`config.mk`:
```
export PLATFORM = sky130hd
export DESIGN_NAME = bist_tpg_ctrl
export DESIGN_NICKNAME = d
export VERILOG_FILES = /design/src/rtl/bist_pkg.sv /design/src/rtl/bist_lfsr3.sv /design/src/rtl/bist_tpg_ctrl.sv
export SDC_FILE = /design/constraint.sdc
export NUM_CORES = 1
export LEC_CHECK = 0
export CAP_MARGIN = 20
export CORE_MARGIN = 2
export CORE_UTILIZATION = 43
export CTS_BUF_LIST = sky130_fd_sc_hd__clkbuf_8
export DETAILED_ROUTE_END_ITERATION = 7
export GPL_TIMING_DRIVEN = 0
export PLACE_DENSITY = 0.86
export RECOVER_POWER = 50
export REMOVE_ABC_BUFFERS = 1
export SETUP_SLACK_MARGIN = 0.15
export SYNTH_ARGS = -nofsm -noshare
export SYNTH_HDL_FRONTEND = slang
export SYNTH_SLANG_ARGS = --single-unit
```
`constraint.sdc`:
```
create_clock -name clock -period 1.01 [get_ports clock]
set_input_delay 0.202 -clock clock [delete_from_list [all_inputs] [get_ports clock]]
set_output_delay 0.202 -clock clock [all_outputs]
set_load 0.01 [all_outputs]
```
`src/rtl/bist_pkg.sv`:
```
// Shared types and constants for the BIST pattern-generator controller.
// BIST_ALLZERO_EN selects the 8-pattern de Bruijn variant.
package bist_pkg;

  typedef enum logic [2:0] {
    S_IDLE,
    S_CLEAR,
    S_RUN,
    S_COMPARE,
    S_DONE
  } state_t;

  localparam logic [2:0] LFSR_SEED = 3'b001;

  localparam logic [3:0] GOLDEN_SIG_BASE    = 4'b0110;
  localparam logic [3:0] GOLDEN_SIG_ALLZERO = 4'b1100;

`ifdef BIST_ALLZERO_EN
  localparam int         N_PATTERNS     = 8;
  localparam logic [3:0] GOLDEN_DEFAULT = GOLDEN_SIG_ALLZERO;
`else
  localparam int         N_PATTERNS     = 7;
  localparam logic [3:0] GOLDEN_DEFAULT = GOLDEN_SIG_BASE;
`endif

  localparam logic [3:0] CNT_LAST = 4'(N_PATTERNS - 1);

endpackage

```
`src/rtl/bist_lfsr3.sv`:
```
// 3-bit pattern LFSR; BIST_ALLZERO_EN splices 000 in after 100.
// Reset and load both return the register to the seed.
module bist_lfsr3
  import bist_pkg::*;
(
  input  logic       clock,
  input  logic       reset,
  input  logic       load,
  input  logic       step,
  output logic [2:0] q
);

  logic f;

  always_comb begin
    f = q[2] ^ q[1];
`ifdef BIST_ALLZERO_EN
    f = f ^ (q[1:0] == 2'b00);
`endif
  end

  always_ff @(posedge clock) begin
    if (!reset) begin
      q <= LFSR_SEED;
    end else if (load) begin
      q <= LFSR_SEED;
    end else if (step) begin
      q <= {q[1:0], f};
    end
  end

endmodule

```
`src/rtl/bist_tpg_ctrl.sv`:
```
// BIST controller: sequences LFSR patterns into the CUT and grades the MISR.
// BIST_ALLZERO_EN adds the all-zero pattern (N=8, alternate golden).
module bist_tpg_ctrl
  import bist_pkg::*;
#(
  parameter logic [3:0] GOLDEN_SIG = GOLDEN_DEFAULT
) (
  input  logic       clock,
  input  logic       reset,
  input  logic       start,
  output logic [2:0] tpg_out,
  output logic       ora_reset_n,
  input  logic [3:0] ora_sig,
  output logic       busy,
  output logic       done,
  output logic       pass,
  output logic [3:0] pattern_count,
  output logic [3:0] sig_capt
);

  state_t     state;
  state_t     next;
  logic [2:0] q;
  logic       load;
  logic       step;

  assign load = (state == S_CLEAR);
  assign step = (state == S_RUN);

  bist_lfsr3 u_lfsr (
    .clock (clock),
    .reset (reset),
    .load  (load),
    .step  (step),
    .q     (q)
  );

  always_comb begin
    next    = state;
    busy    = 1'b0;
    done    = 1'b0;
    tpg_out = 3'b000;
    unique case (state)
      S_IDLE: begin
        if (start) next = S_CLEAR;
      end
      S_CLEAR: begin
        busy = 1'b1;
        next = S_RUN;
      end
      S_RUN: begin
        busy    = 1'b1;
        tpg_out = q;
        if (pattern_count == CNT_LAST) next = S_COMPARE;
      end
      S_COMPARE: begin
        busy = 1'b1;
        next = S_DONE;
      end
      S_DONE: begin
        done = 1'b1;
        if (start) next = S_CLEAR;
      end
      default: next = S_IDLE;
    endcase
  end

  // ora_reset_n is registered from next so the MISR clear is glitch-free
  always_ff @(posedge clock) begin
    if (!reset) begin
      state         <= S_IDLE;
      ora_reset_n   <= 1'b0;
      pass          <= 1'b0;
      sig_capt      <= 4'b0000;
      pattern_count <= 4'd0;
    end else begin
      state       <= next;
      ora_reset_n <= !((next == S_IDLE) || (next == S_CLEAR));
      if (next == S_CLEAR) begin
        pass          <= 1'b0;
        pattern_count <= 4'd0;
      end else if (state == S_RUN) begin
        pattern_count <= pattern_count + 4'd1;
      end
      if (state == S_COMPARE) begin
        sig_capt <= ora_sig;
        pass     <= (ora_sig == GOLDEN_SIG);
      end
    end
  end

endmodule

```
# Word level (Yosys, flattened, before mapping)
# Index checks and enable logic that the tools add are counted.
[word_totals] ff_bits=16 output_inout_bits=15 input_bits=7 wordCells=33
[op_classes] reduce_logical=9 n_mux=8 add_sub_neg=1 bitwise_logic=2 eq_ne=7
[ops] cell="$pmux W3 S4" n=1
[ops] cell="$mux W3" n=3
[ops] cell="$eq A4 B3 Y1 const B" n=2
[ops] cell="$eq A3 B1 Y1 const B" n=2
[ops] cell="$eq A3 B2 Y1 const B" n=2
[ops] cell="$logic_not A3 Y1" n=2
[ops] cell="$reduce_or A2 Y1" n=3
[ops] cell="$add A4 B1 Y4 const B" n=1
[ops] cell="$mux W1" n=4
[ops] cell="$eq A3 B3 Y1 const B" n=1
[ops] cell="$reduce_or A3 Y1" n=1
[ops] cell="$reduce_bool A2 Y1" n=1
[ops] cell="$logic_not A1 Y1" n=1
[ops] cell="$logic_or A1 B1 Y1" n=1
[ops] cell="$not A1 Y1" n=1
[ops] cell="$xor A1 B1 Y1" n=1

# Longest topological paths before layout
# Gate-level depths: netlist of the first run.
[depth] depth_word=6 mapped_depth=4 mapped_depth_nobuf=4

# Cells and area by module
# From an unflattened synthesis of the first run, not the netlist that was laid out.
[hier_totals] hier_cells=72 area_unflattened_um2=748.2
[by_module_without_submodules] module="bist_tpg_ctrl" area_per_inst_um2=624.3 cells_each=60 instances=1 seq_area_each_um2=260.2
[by_module_without_submodules] module="bist_lfsr3" area_per_inst_um2=123.9 cells_each=12 instances=1 seq_area_each_um2=60.1

# Least setup slack after synthesis of the first run
# No wires, ideal clock.
[synth_path] kind="register -> output" startpoint="register state[1]" endpoint="output port tpg_out[1]" n_path_buf=1 t_required_ns=0.808 slack_ns=-0.165 t_arrival_ns=0.973 stages_incl_launch_ff=4 cell_sequence="dfxtp_1 -> buf_6 -> nor3b_4 -> and2_1"
[synth_between] elab_chain_cells=2
[synth_rtl] item="start, declared" line_no="bist_tpg_ctrl.sv:21" source="state_t state;"
[synth_rtl] item="start signal, assigned" line_no="bist_tpg_ctrl.sv:77" source="state <= next;"
[synth_rtl] item="$eq A3 B2 Y1" line_no="bist_tpg_ctrl.sv:43" source="unique case (state)"
[synth_rtl] item="$mux W3" line_no="bist_tpg_ctrl.sv:43"
[synth_rtl] item="end, declared" line_no="bist_tpg_ctrl.sv:11" source="output logic [2:0] tpg_out,"
# No other way between the ends.

# Final worst setup path of the first run
[layout_path] startpoint="register state[0]" endpoint="output port tpg_out[2]"
# The elaborated chain is that of the path after synthesis.

==> summary.md, run 1 <==
| Metric | Value |
|---|---|
| Normalized max-slew margin | 67.30% |
| Cell-by-cell listing of the critical path | nor3b_4, buf_4, and2_4, buf_6 |
| Critical path's largest stage delay | 370 ps |
| Final critical delay including setup and external delays | 1424 ps |
| Clock latency at the later pin of the worst-skew pair | 240 ps |
| Class of the most critical setup path | flop to output pin |
| Count of nets after finishing | 124 |
| Place WS | -876.5 ps |
| DIE WIDTH | 46.54 um |
| Global Route Usage Sum | 21.91% |
| DRC viols | 0 |
| Mean post-synth cell area | 9.978 sq um |
| RSZ-0062 raised after global routing | yes |
| Critical Path RT | 810 ps |
| Initial cell density of the core | 45.57% |
| Clk pin slew, worst setup/hold paths | 60 ps |
| Number of instances in the synthesized netlist | 78 |
| Via count normalized by instance count | 5.065 |
| Finish-stage setup viols | 20 |
| Setup slack after layout | -414.1 ps |
| Endpoint type of the worst setup path | output pin |
| Area added between synthesis and finish | 66.88% |
| Share of the core filled with cells | 76.04% |
| Terminus of the critical flop-to-flop path | u_lfsr.q[2] |
| Max Root-Sink Buffers | 2 |
| Via count of the first global-routing pass | 717 |
| Number of input and output port buffers inserted | 21 |
| Synthesized flop and latch total | 16 |
| Core outline area | 0.001708 sq mm |
| Fraction of final layout cells with drive strength greater than 1 | 58.41% |
| Top-level port count | 22 |
| Worst path arrival time | 1220 ps |
| Proportion of netlist area held by the largest area contributor | 41.16% |
| End point of the most critical hold path | pass |
| Hold Violations, Final | 0 |
| # diodes | 0 |
| Maximum number of pins on one net before global-route repair | 16 |
| Worst r2r path cells | 6 |
| LEAKAGE | 0.5576 nW |
| Antenna violations before repair | 0 |
| Vert. Die Dim | 46.54 um |
| RR Startpoint | state[1] |
| Hold path cells | 2 |
| Fin crit share | 141.0% |
| Highest fanout seen on the critical path | 5 |
| Area of the mapped netlist | 778.2 sq um |
| Type of origin of the critical path | flop |
| Number of flops mapped to enable cells by yosys | 0 |
| Worst clock skew on the final layout | 1.690 ps |
| Maximum vdd drop | 1.013 mV |
| Netlist cell types | 34 |
| Final routed wirelength across all metal layers | 2094 um |
| Result of the run | finished, violations left |
| Most instantiated flip-flop cell in the synthesis netlist | dfxtp_1 |
| Ratio of total power to cell area | 1192 mW/mm^2 |
| Global-route wire length before repair | 3284 um |
| Remaining global-route overflow | 0 |
| Die Footprint | 0.002166 sq mm |
| Achievable Freq | 702.2 MHz |
| Pre-antenna DRT Iters | 3 |
| Post-DR wirelength/cell | 15.17 um |
| Routed via count | 699 |
| Share of the yosys chip area belonging to registers | 41.16% |
| Largest cells by area after synthesis | dfxtp_1 (41%), mux2i_1 (5.1%), nor2b_1 (4.8%), xnor2_1 (3.4%), and2_1 (3.2%) |
| R2r setup slk | -310 ps |
| Routability Congestion | 0.6650 |
| Dpl hpwl | 1054 um |
| # clock sinks | 16 |
| Placement Rows | 15 |
| Delay-heaviest family, CP | flip-flops |
| Clock tree from TritonCTS | built |
| Measured slew at the worst slew-check pin | 490.5 ps |
| Post-synthesis cell type with the largest combined area | dfxtp_1 |
| Min-delay src | pass |
| Share of synthesized registers carrying an async set or reset | 0% |
| Number of buffers inserted by hold repair at cts | 0 |
| Max-cap check violation count | 0 |
| Drt first-iter violations | 9 |
| Crit path buffers/inverters | 2 |
| Clock buffer count from CTS | 3 |
| Count of final max-slew check failures | 0 |
| Antenna viol nets, final | 0 |
| CTS H-Tree Depth | 1 |
| Worst-path cell with the longest stage delay | dfxtp_4 |
| Violated checks | negative setup slack |
| Class of the most critical hold timing path | flop to flop |
| Buffer cell driving the clock tree root | clkbuf_8 |
| Synth warn | 0 |
cell usage after synthesis (all sizes together), types with 2 or more instances:
library cell,number
nor2,5
a221oi,2
nor2b,6
nor4b,2
xnor2,3
nand4,3
buf,3
nor3b,4
and2,4
inv,4
a21boi,3
ha,2
dfxtp,16
nand2,2
nand3b,2
mux2i,4
where the power goes:
group          internal (mW)  total [mW]  switching, mW
combinational          0.232       0.393          0.162
clock                  0.264       0.463          0.200
sequential             0.654       0.691         0.0372
total                   1.15        1.55          0.399
metrics by stage:
step | area, sq um | instances | setup TNS (ps) | power [mW] | hold slack, ps
after floorplan | 747.0 | 74 | -2274 | 0.8233 | 327.3
after detailed placement | 988.4 | 120 | -9482 | 0.9225 | 461.2
after global placement | 988.4 | 120 | -8984 | 0.9151 | 448.0
final | 1299 | 138 | -5044 | 1.548 | 507.6
after global routing | 1299 | 138 | -5907 | 1.618 | 510.9
after CTS | 1206 | 135 | -3738 | 1.472 | 483.7
registers in the layout (all words and copies together), names as in the netlist:
register       cells
pass               1
ora_reset_n        1
state              3
pattern_count      4
sig_capt           4
u_lfsr.q           3
worst max path at each step:
| stage | from | end | slack (ps) | cells after the start |
|---|---|---|---|---|
| finish | state[0] | tpg_out[2] | -410 | 4 |
| global route | state[0] | tpg_out[2] | -440 | 4 |
| CTS | state[2] | tpg_out[2] | -380 | 4 |
| detailed placement | state[1] | tpg_out[2] | -880 | 3 |
| global placement | state[1] | tpg_out[2] | -890 | 3 |
| floorplan | state[1] | tpg_out[1] | -260 | 2 |
layout make-up:
class | count | area, sq um
sequential | 16 | 351.6
tap | 25 | 31.28
inverter | 4 | 15.01
multi-input combinational | 54 | 504.2
timing repair buffer | 36 | 355.3
clock buffer | 3 | 41.29
fill | 96 | 409.1
cells in the final DEF, fill, tap and decap left out, types with 2 or more instances in the layout:
cell type / netlist / layout
nand4_1: 3 / 3
dfxtp_2: 0 / 7
nor3b_1: 3 / 2
mux2i_1: 4 / 4
and2_1: 4 / 3
buf_2: 1 / 3
nand2_1: 2 / 2
dfxtp_4: 0 / 6
clkdlybuf4s50_1: 0 / 5
nor2_1: 4 / 4
a221oi_2: 0 / 2
a21boi_1: 1 / 3
dfxtp_1: 16 / 3
ha_1: 2 / 2
clkbuf_8: 0 / 3
nor2b_1: 6 / 6
buf_4: 0 / 7
buf_6: 2 / 19
inv_1: 4 / 3
xnor2_2: 0 / 3
worst min-delay path, cell delays in order (launching register included):
cell and delay (ps):
dfxtp_2 330, nand2_1 70, o22ai_2 70
kinds of logic (layout without fill, tap and decap cells):
family                   count (synthesis)  after routing  synth area share, %
buffers and inverters                    8             43                5.947
XOR/XNOR                                 4              4                4.502
AO/OA/AOI/OAI                           12             12                12.06
AND/OR/NAND/NOR                         32             32                27.98
multiplexers                             4              4                5.145
flip-flops                              16             16                41.16
adder cells (fa/ha/maj)                  2              2                3.215
layer usage:
metal / GRT usage, % / wire length [um]
met5: 0 / 0
met4: 6.857 / 44
met3: 6.275 / 67
met2: 35.28 / 1050
met1: 28.03 / 932
what timing repair did:
action | CTS | global route
endpoints found under the setup margin | 31 | 31
gates resized for setup | 103 | 17
buffers inserted | 12 | 3
pin swaps | 12 | 8
No activity file was read; power rests on OpenSTA's default activity.
==> run 2: changes to the inputs <==
Settings changed: CORE_UTILIZATION 43 to 48, PLACE_DENSITY 0.86 to 0.9.
Clock period 1.01 ns to 1.5 ns, I/O delays scaled along.
==> run 2 against run 1 <==
  * The run still ends with negative setup slack left
  * Via count increased by 11%
  * Global-route usage increased by 2.0 points
  * Setup slack improved by 380 ps
  * Highest routed layer unchanged
==> summary.md, run 2 (synthesis results as in run 1) <==
| Metric | Value |
|---|---|
| Placement Rows | 14 |
| Power share of the sequential group | 42.7% |
| Endpoint type of the worst setup path | output pin |
| Aggregate negative setup slack | -54.56 ps |
| Highest-count cells in the layout ignoring fill and taps | dlygate4sd2_1 (11), dfxtp_1 (11), buf_4 (9) |
| Number of input and output port buffers inserted | 21 |
| RSZ-0062 raised after global routing | yes |
| DIE WIDTH | 44.27 um |
| Worst path arrival time | 1240 ps |
| Routability Congestion | 0.6631 |
| Fin crit share | 102.5% |
| Highest fanout seen on the critical path | 7 |
| Power dissipated by switching net loads | 0.2860 mW |
| Dpl hpwl | 1114 um |
| Result of the run | finished, violations left |
| Remaining global-route overflow | 0 |
| Global Route Usage Sum | 23.94% |
| # diodes | 0 |
| Detailed-routed wire length on met3 | 79 um |
| Internal power consumption | 0.8141 mW |
| Routed via count | 773 |
| LEAKAGE | 0.5702 nW |
| Count of final max-slew check failures | 0 |
| Clock buffer count from CTS | 3 |
| Ratio of total power to cell area | 900.0 mW/mm^2 |
| Hold Violations, Final | 0 |
| Clk pin slew, worst setup/hold paths | 60 ps |
| Worst hold-check slack | 523.8 ps |
| Initial cell density of the core | 51.66% |
| CTS H-Tree Depth | 1 |
| Uppermost layer routed | met4 |
| Buffer cell driving the clock tree root | clkbuf_8 |
| Biggest registers after layout | pattern_count: 4 flops, sig_capt: 4 flops |
| Worst clock skew on the final layout | 2.170 ps |
| Power share of the combinational group | 22.2% |
| Achievable Freq | 650.5 MHz |
| Final critical delay including setup and external delays | 1537 ps |
| Share of the core filled with cells | 81.15% |
| Clock tree from TritonCTS | built |
| Post-DR wirelength/cell | 19.08 um |
| Pre-antenna DRT Iters | 4 |
| Final routed wirelength across all metal layers | 2499 um |
| Violated checks | negative setup slack |
| Clock group share of total power | 35.1% |
| Maximum vdd drop | 0.7214 mV |
| Clock latency at the later pin of the worst-skew pair | 250 ps |
| Global-route wire length before repair | 3270 um |
| Finish-stage setup viols | 2 |
| DRC viols | 0 |
| Via count normalized by instance count | 5.901 |
| Area added between synthesis and finish | 57.07% |
| Drt first-iter violations | 7 |
| Class of the most critical hold timing path | flop to flop |
| Setup slack after layout | -37.17 ps |
| Maximum number of pins on one net before global-route repair | 16 |
| Type of origin of the critical path | flop |
| Die Footprint | 0.001959 sq mm |
| R2r setup slk | 30 ps |
| Vert. Die Dim | 44.27 um |
| Top-level port count | 22 |
| Count of nets after finishing | 125 |
| Fraction of final layout cells with drive strength greater than 1 | 39.13% |
| WL met2 | 1255 um |
| Antenna violations before repair | 0 |
| Fillers | 90 |
| Met1 Wirelength | 1084 um |
| Normalized max-slew margin | 72.89% |
| Max-cap check violation count | 0 |
| Critical Path RT | 1200 ps |
| Max Root-Sink Buffers | 2 |
| Switching power share of the total | 26.00% |
| Class of the most critical setup path | flop to output pin |
| Core outline area | 0.001506 sq mm |
| # clock sinks | 16 |
| Via count of the first global-routing pass | 684 |
| Number of buffers inserted by hold repair at cts | 0 |
| Measured slew at the worst slew-check pin | 406.7 ps |
| Antenna viol nets, final | 0 |
## run 2: path summary, 6_finish.rpt
check	endpoint	depth (start not counted)	from
max	tpg_out[2]	4	state[2]
min	state[1]	1	state[2]
max reg2reg	u_lfsr.q[1]	7	state[1]
min reg2reg	state[1]	1	state[2]
## run 2: power by group through the flow
stage                     clock network [mW]  logic, mW  registers (mW)
after global placement                     0      0.136           0.480
after CTS                              0.380      0.189           0.466
final                                  0.386      0.245           0.469
after global routing                   0.399      0.259           0.472
after floorplan                            0     0.0748           0.479
after detailed placement                   0      0.140           0.482
## run 2: cell type report
type,count,area (sq um),share of cell area [%]
timing repair buffer,37,327.8,26.82
multi-input combinational,54,470.5,38.49
clock buffer,4,55.05,4.504
tap,16,20.02,1.638
inverter,4,15.01,1.228
sequential,16,334.1,27.33
## run 2: stage by stage
| stage | power [mW] | instances | setup slack, ps | area [sq um] |
|---|---|---|---|---|
| 6_report | 1.100 | 131 | -37.17 | 1222 |
| 4_1_cts | 1.036 | 125 | -3.350 | 1110 |
| 5_1_grt | 1.129 | 131 | -74.57 | 1222 |
| 3_3_place_gp | 0.6156 | 111 | -461.4 | 977.2 |
| 3_5_place_dp | 0.6215 | 111 | -487.1 | 977.2 |
| 2_1_floorplan | 0.5543 | 74 | 128.6 | 747.0 |
## run 2: repair_timing
| item | CTS | global route |
|---|---|---|
| pin swaps | 2 | 12 |
| setup endpoints to repair | 18 | 9 |
| setup buffers | 10 | 6 |
| resized for setup | 43 | 16 |
## run 2: critical path, stage by stage (launching register included)
cell	delay (ps)
dfxtp_4	380
nor3b_4	240
buf_6	130
and2_4	130
buf_6	90
## run 2: per-layer routing
metal / track usage [%] / vias to the layer above
li1: - / 350
met4: 16.97 / 0
met1: 29.01 / 383
met3: 3.265 / 8
met2: 38.82 / 32
met5: 0 / -
==> run 3: changes to the inputs <==
Settings changed: CORE_UTILIZATION 48 to 50, PLACE_DENSITY 0.9 to 0.93.
Clock period 1.5 ns to 1.99 ns, I/O delays scaled along.
==> run 3 against run 2 <==
  * The run now ends clean
  * Clock power fell by 38%
  * Sequential share of layout area rose by 3.4 points
  * Flip-flop and latch count did not move
  * Cell area fell by 12%
  * Clock skew fell by 0.68 ps
  * Final cell count fell by 7.6%
  * Global-route usage fell by 3.5 points
  * Critical endpoint is now tpg_out[1]
  * Highest routed layer unchanged
==> summary.md, run 3 (synthesis results as in run 1) <==
| Metric | Value |
|---|---|
| Global-route wire length before repair | 2925 um |
| # diodes | 0 |
| Hold Violations, Final | 0 |
| Via count normalized by instance count | 5.471 |
| Worst clock skew on the final layout | 1.490 ps |
| Dpl hpwl | 1072 um |
| Clock tree from TritonCTS | built |
| LEAKAGE | 0.4710 nW |
| Placement Rows | 14 |
| Setup slack after layout | 178.2 ps |
| Type of origin of the critical path | flop |
| # clock sinks | 16 |
| Highest fanout seen on the critical path | 9 |
| Measured slew at the worst slew-check pin | 411.1 ps |
| Count of final max-slew check failures | 0 |
| Worst path arrival time | 1410 ps |
| Top-level port count | 22 |
| Antenna violations before repair | 0 |
| Total chip power | 0.7188 mW |
| Pre-antenna DRT Iters | 4 |
| Remaining global-route overflow | 0 |
| Via count of the first global-routing pass | 662 |
| Power share of the sequential group | 48.8% |
| Switching power share of the total | 25.02% |
| Ratio of total power to cell area | 671.1 mW/mm^2 |
| DRC viols | 0 |
| Highest-count cells in the layout ignoring fill and taps | clkdlybuf4s50_1 (15), dfxtp_1 (13), nor2b_1 (6), buf_4 (6), nor2_1 (5) |
| Maximum vdd drop | 0.5687 mV |
| Fin crit share | 91.05% |
| CTS H-Tree Depth | 1 |
| Post-DR wirelength/cell | 14.26 um |
| Finished Layout Cells | 121 |
| Fillers | 110 |
| Internal power consumption | 0.5390 mW |
| Antenna viol nets, final | 0 |
| Final critical delay including setup and external delays | 1812 ps |
| Endpoint type of the worst setup path | output pin |
| Max Root-Sink Buffers | 2 |
| Final routed wirelength across all metal layers | 1725 um |
| Power share of the combinational group | 17.6% |
| Clk pin slew, worst setup/hold paths | 60 ps |
| Dpl cell area | 977.2 sq um |
| RSZ-0062 raised after global routing | no |
| Most common cell after layout, fill and taps aside | clkdlybuf4s50_1 |
| Normalized max-slew margin | 72.50% |
| Buffer cell driving the clock tree root | clkbuf_8 |
| Global Route Usage Sum | 20.41% |
| Sequential Area | 329.1 sq um |
| Worst hold-check slack | 465.6 ps |
| Clock latency at the later pin of the worst-skew pair | 250 ps |
| Routability Congestion | 0.7088 |
| Number of buffers inserted by hold repair at cts | 0 |
| Finish-stage setup viols | 0 |
| Finished layout cell area | 0.001071 sq mm |
| Max-cap check violation count | 0 |
| Result of the run | finished clean |
| Total area of multi-input combinational cells | 409.1 sq um |
| Class of the most critical setup path | flop to output pin |
| DIE WIDTH | 43.45 um |
| Place WS | -128.1 ps |
| Placed cells | 111 |
| Drt first-iter violations | 21 |
| Count of nets after finishing | 116 |
| Critical Path RT | 1590 ps |
| Number of input and output port buffers inserted | 21 |
| Biggest registers after layout | pattern_count: 4 flops, sig_capt: 4 flops |
| Power dissipated by switching net loads | 0.1798 mW |
| Die Footprint | 0.001888 sq mm |
| Initial cell density of the core | 52.27% |
| Maximum number of pins on one net before global-route repair | 16 |
| Vert. Die Dim | 43.45 um |
| Class of the most critical hold timing path | flop to flop |
| Fraction of final layout cells with drive strength greater than 1 | 16.19% |
| Core outline area | 0.001489 sq mm |
| Area added between synthesis and finish | 37.62% |
| Clock group share of total power | 33.5% |
| Achievable Freq | 551.9 MHz |
| Clock buffer count from CTS | 3 |
| Routed via count | 662 |
-- run 3: final timing paths --
check / end / startpoint / slack [ps] / cells after the start
worst min-delay path: pass / pass / 470 / 2
worst max-delay path: tpg_out[1] / state[2] / 180 / 4
worst max register to register: state[0] / state[2] / 710 / 5
worst min register to register: pass / pass / 470 / 2
-- run 3: metal layers --
layer / up-vias / global-route usage [%] / share of wire [%]
met5: - / 0 / 0
met4: 0 / 9.091 / 1.1
met3: 2 / 2.500 / 4.8
met2: 21 / 34.03 / 47
met1: 311 / 26.42 / 47
li1: 328 / - / -
-- run 3: metrics by stage --
step / TNS [ps] / util, %
2_1_floorplan: 0 / -
3_3_place_gp: -162.9 / 65.63
3_5_place_dp: -254.4 / 65.63
4_1_cts: 0 / 72.52
5_1_grt: 0 / 71.93
6_report: 0 / 71.93
-- run 3: worst max-delay path, stage by stage, from the launching register on --
cell	delay [ps]
dfxtp_2	370
nor3b_4	230
clkbuf_1	160
and2_1	140
dlygate4sd2_1	270
-- run 3: repair_timing --
item	4_1_cts	5_1_grt
resized for setup	10	1
setup buffers	7	0
setup endpoints to repair	5	1
pin swaps	1	0
-- run 3: power groups by stage --
stage          Combinational, mW  Clock [mW]  Sequential (mW)
3_5_place_dp               0.107           0            0.364
4_1_cts                    0.130       0.243            0.352
6_report                   0.127       0.241            0.351
5_1_grt                    0.140       0.250            0.353
3_3_place_gp               0.103           0            0.362
2_1_floorplan             0.0564           0            0.361
-- run 3: final cells by class --
| class | count | area share, % |
|---|---|---|
| Multi-Input combinational cell | 54 | 38.20 |
| Sequential cell | 16 | 30.72 |
| Timing Repair Buffer | 28 | 23.95 |
| Inverter | 4 | 1.402 |
| Clock buffer | 3 | 3.855 |
| Tap cell | 16 | 1.869 |
==> variant 1, RTL diff (config.mk and constraints of run 1) <==
The option `BIST_ALLZERO_EN` is turned on by a define.
--- a/src/rtl/bist_pkg.sv
+++ b/src/rtl/bist_pkg.sv
@@ -2,2 +2,4 @@
 // BIST_ALLZERO_EN selects the 8-pattern de Bruijn variant.
+`define BIST_ALLZERO_EN
+
 package bist_pkg;
Formal check against the unedited RTL: same outputs for any inputs over 10 cycles, from zero or initial values and one cycle with reset low; that may be too few to reach the edited logic, so the function may still have changed.
==> variant 1 against run 1 <==
  * The flow still finishes with violations (negative setup slack)
  * Sequential cell count unchanged
  * Largest cell class unchanged
  * Highest routed layer unchanged
  * Worst hold slack got worse by 7.2 ps
  * Worst setup slack improved by 130 ps
  * Core utilization decreased by 0.54 points
  * Largest power group unchanged
  * Routed wire length decreased by 3.7%
  * Critical path depth decreased by 1
  * Clock power increased by 3%
  * Fmax increased by 9.8%
  * Area after synthesis decreased by 4.7%
  * Total power decreased by 3.9%
  * Design area decreased by 2.9%
  * Non-clock buffer count increased by 4
  * Final cell count decreased by 5.1%
  * Sequential share of layout area increased by 0.21 points
==> variant 1: results (changes against run 1) <==
- Vias/cell: 5.31 (+4.9%)
- Sequential element share of the synthesized area: 43.2% (+2.0 points)
- Layout cell share with drive strength beyond 1: 59.6% (+1.2 points)
- Post-synthesis average cell area: 9.89 um2 (-0.85%)
- Synth Area in Adders: 1.69% (-1.5 points)
- Post-CTS Resized: 100 (-2.9%)
- DR WL/cell: 15.4 um (+1.5%)
- Reg2Reg Launch Point: state[0]
- Complex-gate fraction of the synthesized area: 6.41% (-5.6 points)
- Origin of the worst setup path: state[1]
- Iter 0 DRT Violations: 13 (+4)
- Arr. time, crit path: 1090 ps (-130 ps)
- Met2 wire length: 1150 um (+9.9%)
- Setup Buffers After CTS: 14 (+2)
- Setup violations, final: 20 (unchanged)
- Largest net degree at the start of global routing: 15 (-1)
- Launch point of the worst hold path: state[2]
- Met3 WL: 85 um (+27%)
- Static Leak: 0.570 nW (+2.3%)
- Failing checks: negative setup slack
- Synth Area in XOR/XNOR: 3.54% (-0.96 points)
- Post-synth top cells: dfxtp_1, nor2_1, mux2i_1
- Unique masters post-synth: 30 (-12%)
- Synth area leaders: dfxtp_1, mux2i_1, nor2_1, xnor2_1, nor2b_1
- DR pass1 iterations: 4 (+1)
- Global-route wire length before repair: 3230 um (-1.7%)
- Routability congestion estimate: 0.735 (+11%)
- Relative slew slack: 63.1% (-4.2 points)
- Clock Skew: 5.58 ps (+3.89 ps)
- Post-Route Setup TNS: -3850 ps (+1190 ps)
- Number of global-route vias before repair: 696 (-2.9%)
- Met3 global-route usage: 5.16% (-1.1 points)
- Placed instance count: 109 (-9.2%)
- GRT Util Overall: 22.5% (+0.57 points)
- Status: finished, violations left
- Grt met1 use: 24.1% (-3.9 points)
- Maximum fanout along the worst path: 6 (+1)
- Fin cells: 131 (-5.1%)
- Fillers: 112 (+17%)
- Worst Slack Setup Final: -287 ps (+128 ps)
- Routing usage on met2: 40.0% (+4.7 points)
-- variant 1: worst paths after layout --
check,endpoint,slack [ps],depth (start not counted)
setup / recovery,done,-290,3
hold / removal,state[1],500,1
setup reg to reg,pass,-260,4
hold reg to reg,state[1],500,1
-- variant 1: area by class of cell --
type,instances,area share [%]
tap,17,1.69
sequential,16,27.3
inverter,3,0.893
multi-input combinational,52,38.4
clock buffer,3,3.27
timing repair buffer,40,28.5
-- variant 1: power breakdown --
part           internal [mW]  total, mW  switching [mW]
Sequential             0.656      0.693          0.0374
Combinational          0.183      0.316           0.134
Clock                  0.264      0.478           0.214
Total                   1.10       1.49           0.385
-- variant 1: through the flow --
stage	worst slack [ps]	instance area (um2)	power, mW
2_1_floorplan	-198	711	0.798
3_3_place_gp	-791	942	0.883
3_5_place_dp	-815	942	0.889
4_1_cts	-278	1190	1.45
5_1_grt	-333	1260	1.55
6_report	-287	1260	1.49
==> variant 2, RTL diff (flow settings as in run 1) <==
Made on the original files. Encoding of `state_t`: now Gray code (3 bits for 5 states).
--- a/src/rtl/bist_pkg.sv
+++ b/src/rtl/bist_pkg.sv
@@ -5,7 +5,7 @@
   typedef enum logic [2:0] {
-    S_IDLE,
-    S_CLEAR,
-    S_RUN,
-    S_COMPARE,
-    S_DONE
+    S_IDLE    = 3'b000,
+    S_CLEAR   = 3'b001,
+    S_RUN     = 3'b011,
+    S_COMPARE = 3'b010,
+    S_DONE    = 3'b110
   } state_t;
Function: no difference found for any inputs over 10 cycles, from zero or initial values and one cycle with reset low; not proved beyond that.
==> variant 2 against run 1 <==
  * The run still ends with negative setup slack left
  * Sequential power increased by 2%
  * Routed wire length rose by 2.1%
  * Design area decreased by 3.8%
  * Area after synthesis is 4.3% lower
  * Global-route usage shrank 0.11 points
  * Clock power rose by 26%
  * Via count shrank 1.1%
  * Sequential cell count unchanged
  * Total power is 15% higher
  * Core utilization fell by 1.2 points
  * Count of clock-buffer cells in the layout up 1
  * Critical path depth is 1 lower
  * First-iteration DRC count is 22% higher
  * Worst setup slack better by 110 ps
  * Largest power group unchanged
  * Highest routed layer unchanged
==> variant 2: results (changes against run 1) <==
- Status: finished, violations left
- Failing checks: negative setup slack
- Worst reg2reg path depth: 5 (-1)
- GRT Util Overall: 21.8% (-0.11 points)
- Layout clock area frac: 4.40% (+1.2 points)
- Sequential power share: 39.7% (-5.0 points)
- Critical Path Max Stage Delay: 350 ps (-20 ps)
- Data buffer area share: 28.0% (+0.67 points)
- Final Cell Area: 1250 um2 (-3.8%)
- Largest net degree at the start of global routing: 11 (-5)
- Routing usage on met2: 33.0% (-2.3 points)
- Peak VDD IR: 1.33 mV (+31%)
- Clock buffer count: 4 (+1)
- Synth area leaders: dfxtp_1, nor2_1, mux2i_1, ha_1, nand3b_4
- Top delay family on crit path: simple AND/OR/NAND/NOR gates
- Clock Skew: 1.05 ps (-0.637 ps)
- WL final: 2140 um (+2.1%)
- Clock Power Share: 32.8% (+2.9 points)
- Fin cells: 131 (-5.1%)
- Tot Pwr: 1.77 mW (+15%)
- Number of global-route vias before repair: 686 (-4.3%)
- Flip-flop and latch count: 16 (unchanged)
- Post-synthesis average cell area: 9.67 um2 (-3.1%)
- Setup violations, final: 18 (-10%)
- Post-Route Setup TNS: -3930 ps (+1120 ps)
- Maximum fanout along the worst path: 4 (-1)
- Die Wd: 45.6 um (-2.0%)
- Post-synth top cells: dfxtp_1, nor2_1, mux2i_1, nand2_1, and2_1
- Origin of the worst setup path: state[2]
- Worst Slack Setup Final: -301 ps (+114 ps)
-- variant 2: worst paths after layout --
check / to / slack (ps)
min: u_lfsr.q[0] / 260
min reg2reg: pass / 470
max: tpg_out[1] / -300
max reg2reg: pattern_count[3] / -290
-- variant 2: cells by family after synthesis --
family                   Yosys count  share of synthesized area, %
AND/OR/NAND/NOR                   34                          28.4
flip-flops                        16                          43.0
AO/OA/AOI/OAI                     11                          10.6
buffers and inverters              7                          5.71
multiplexers                       4                          5.38
XOR/XNOR                           3                          3.53
adder cells (fa/ha/maj)            2                          3.36
-- variant 2: timing repair --
| item | 4_1_cts | 5_1_grt |
|---|---|---|
| buffers inserted | 14 | 2 |
| cloned | 0 | 0 |
| hold buffers | 0 | 0 |
| resized for setup | 102 | 13 |
| pin swaps | 12 | 3 |
| setup endpoints to repair | 31 | 31 |
-- variant 2: worst reg2reg max path: cells and delay by family, from the launching register on --
family	cells	cell delay, ps
and+or+nand+nor	2	480
AOI/OAI and AO/OA	1	130
buffers and inverters	2	260
DFF	1	360
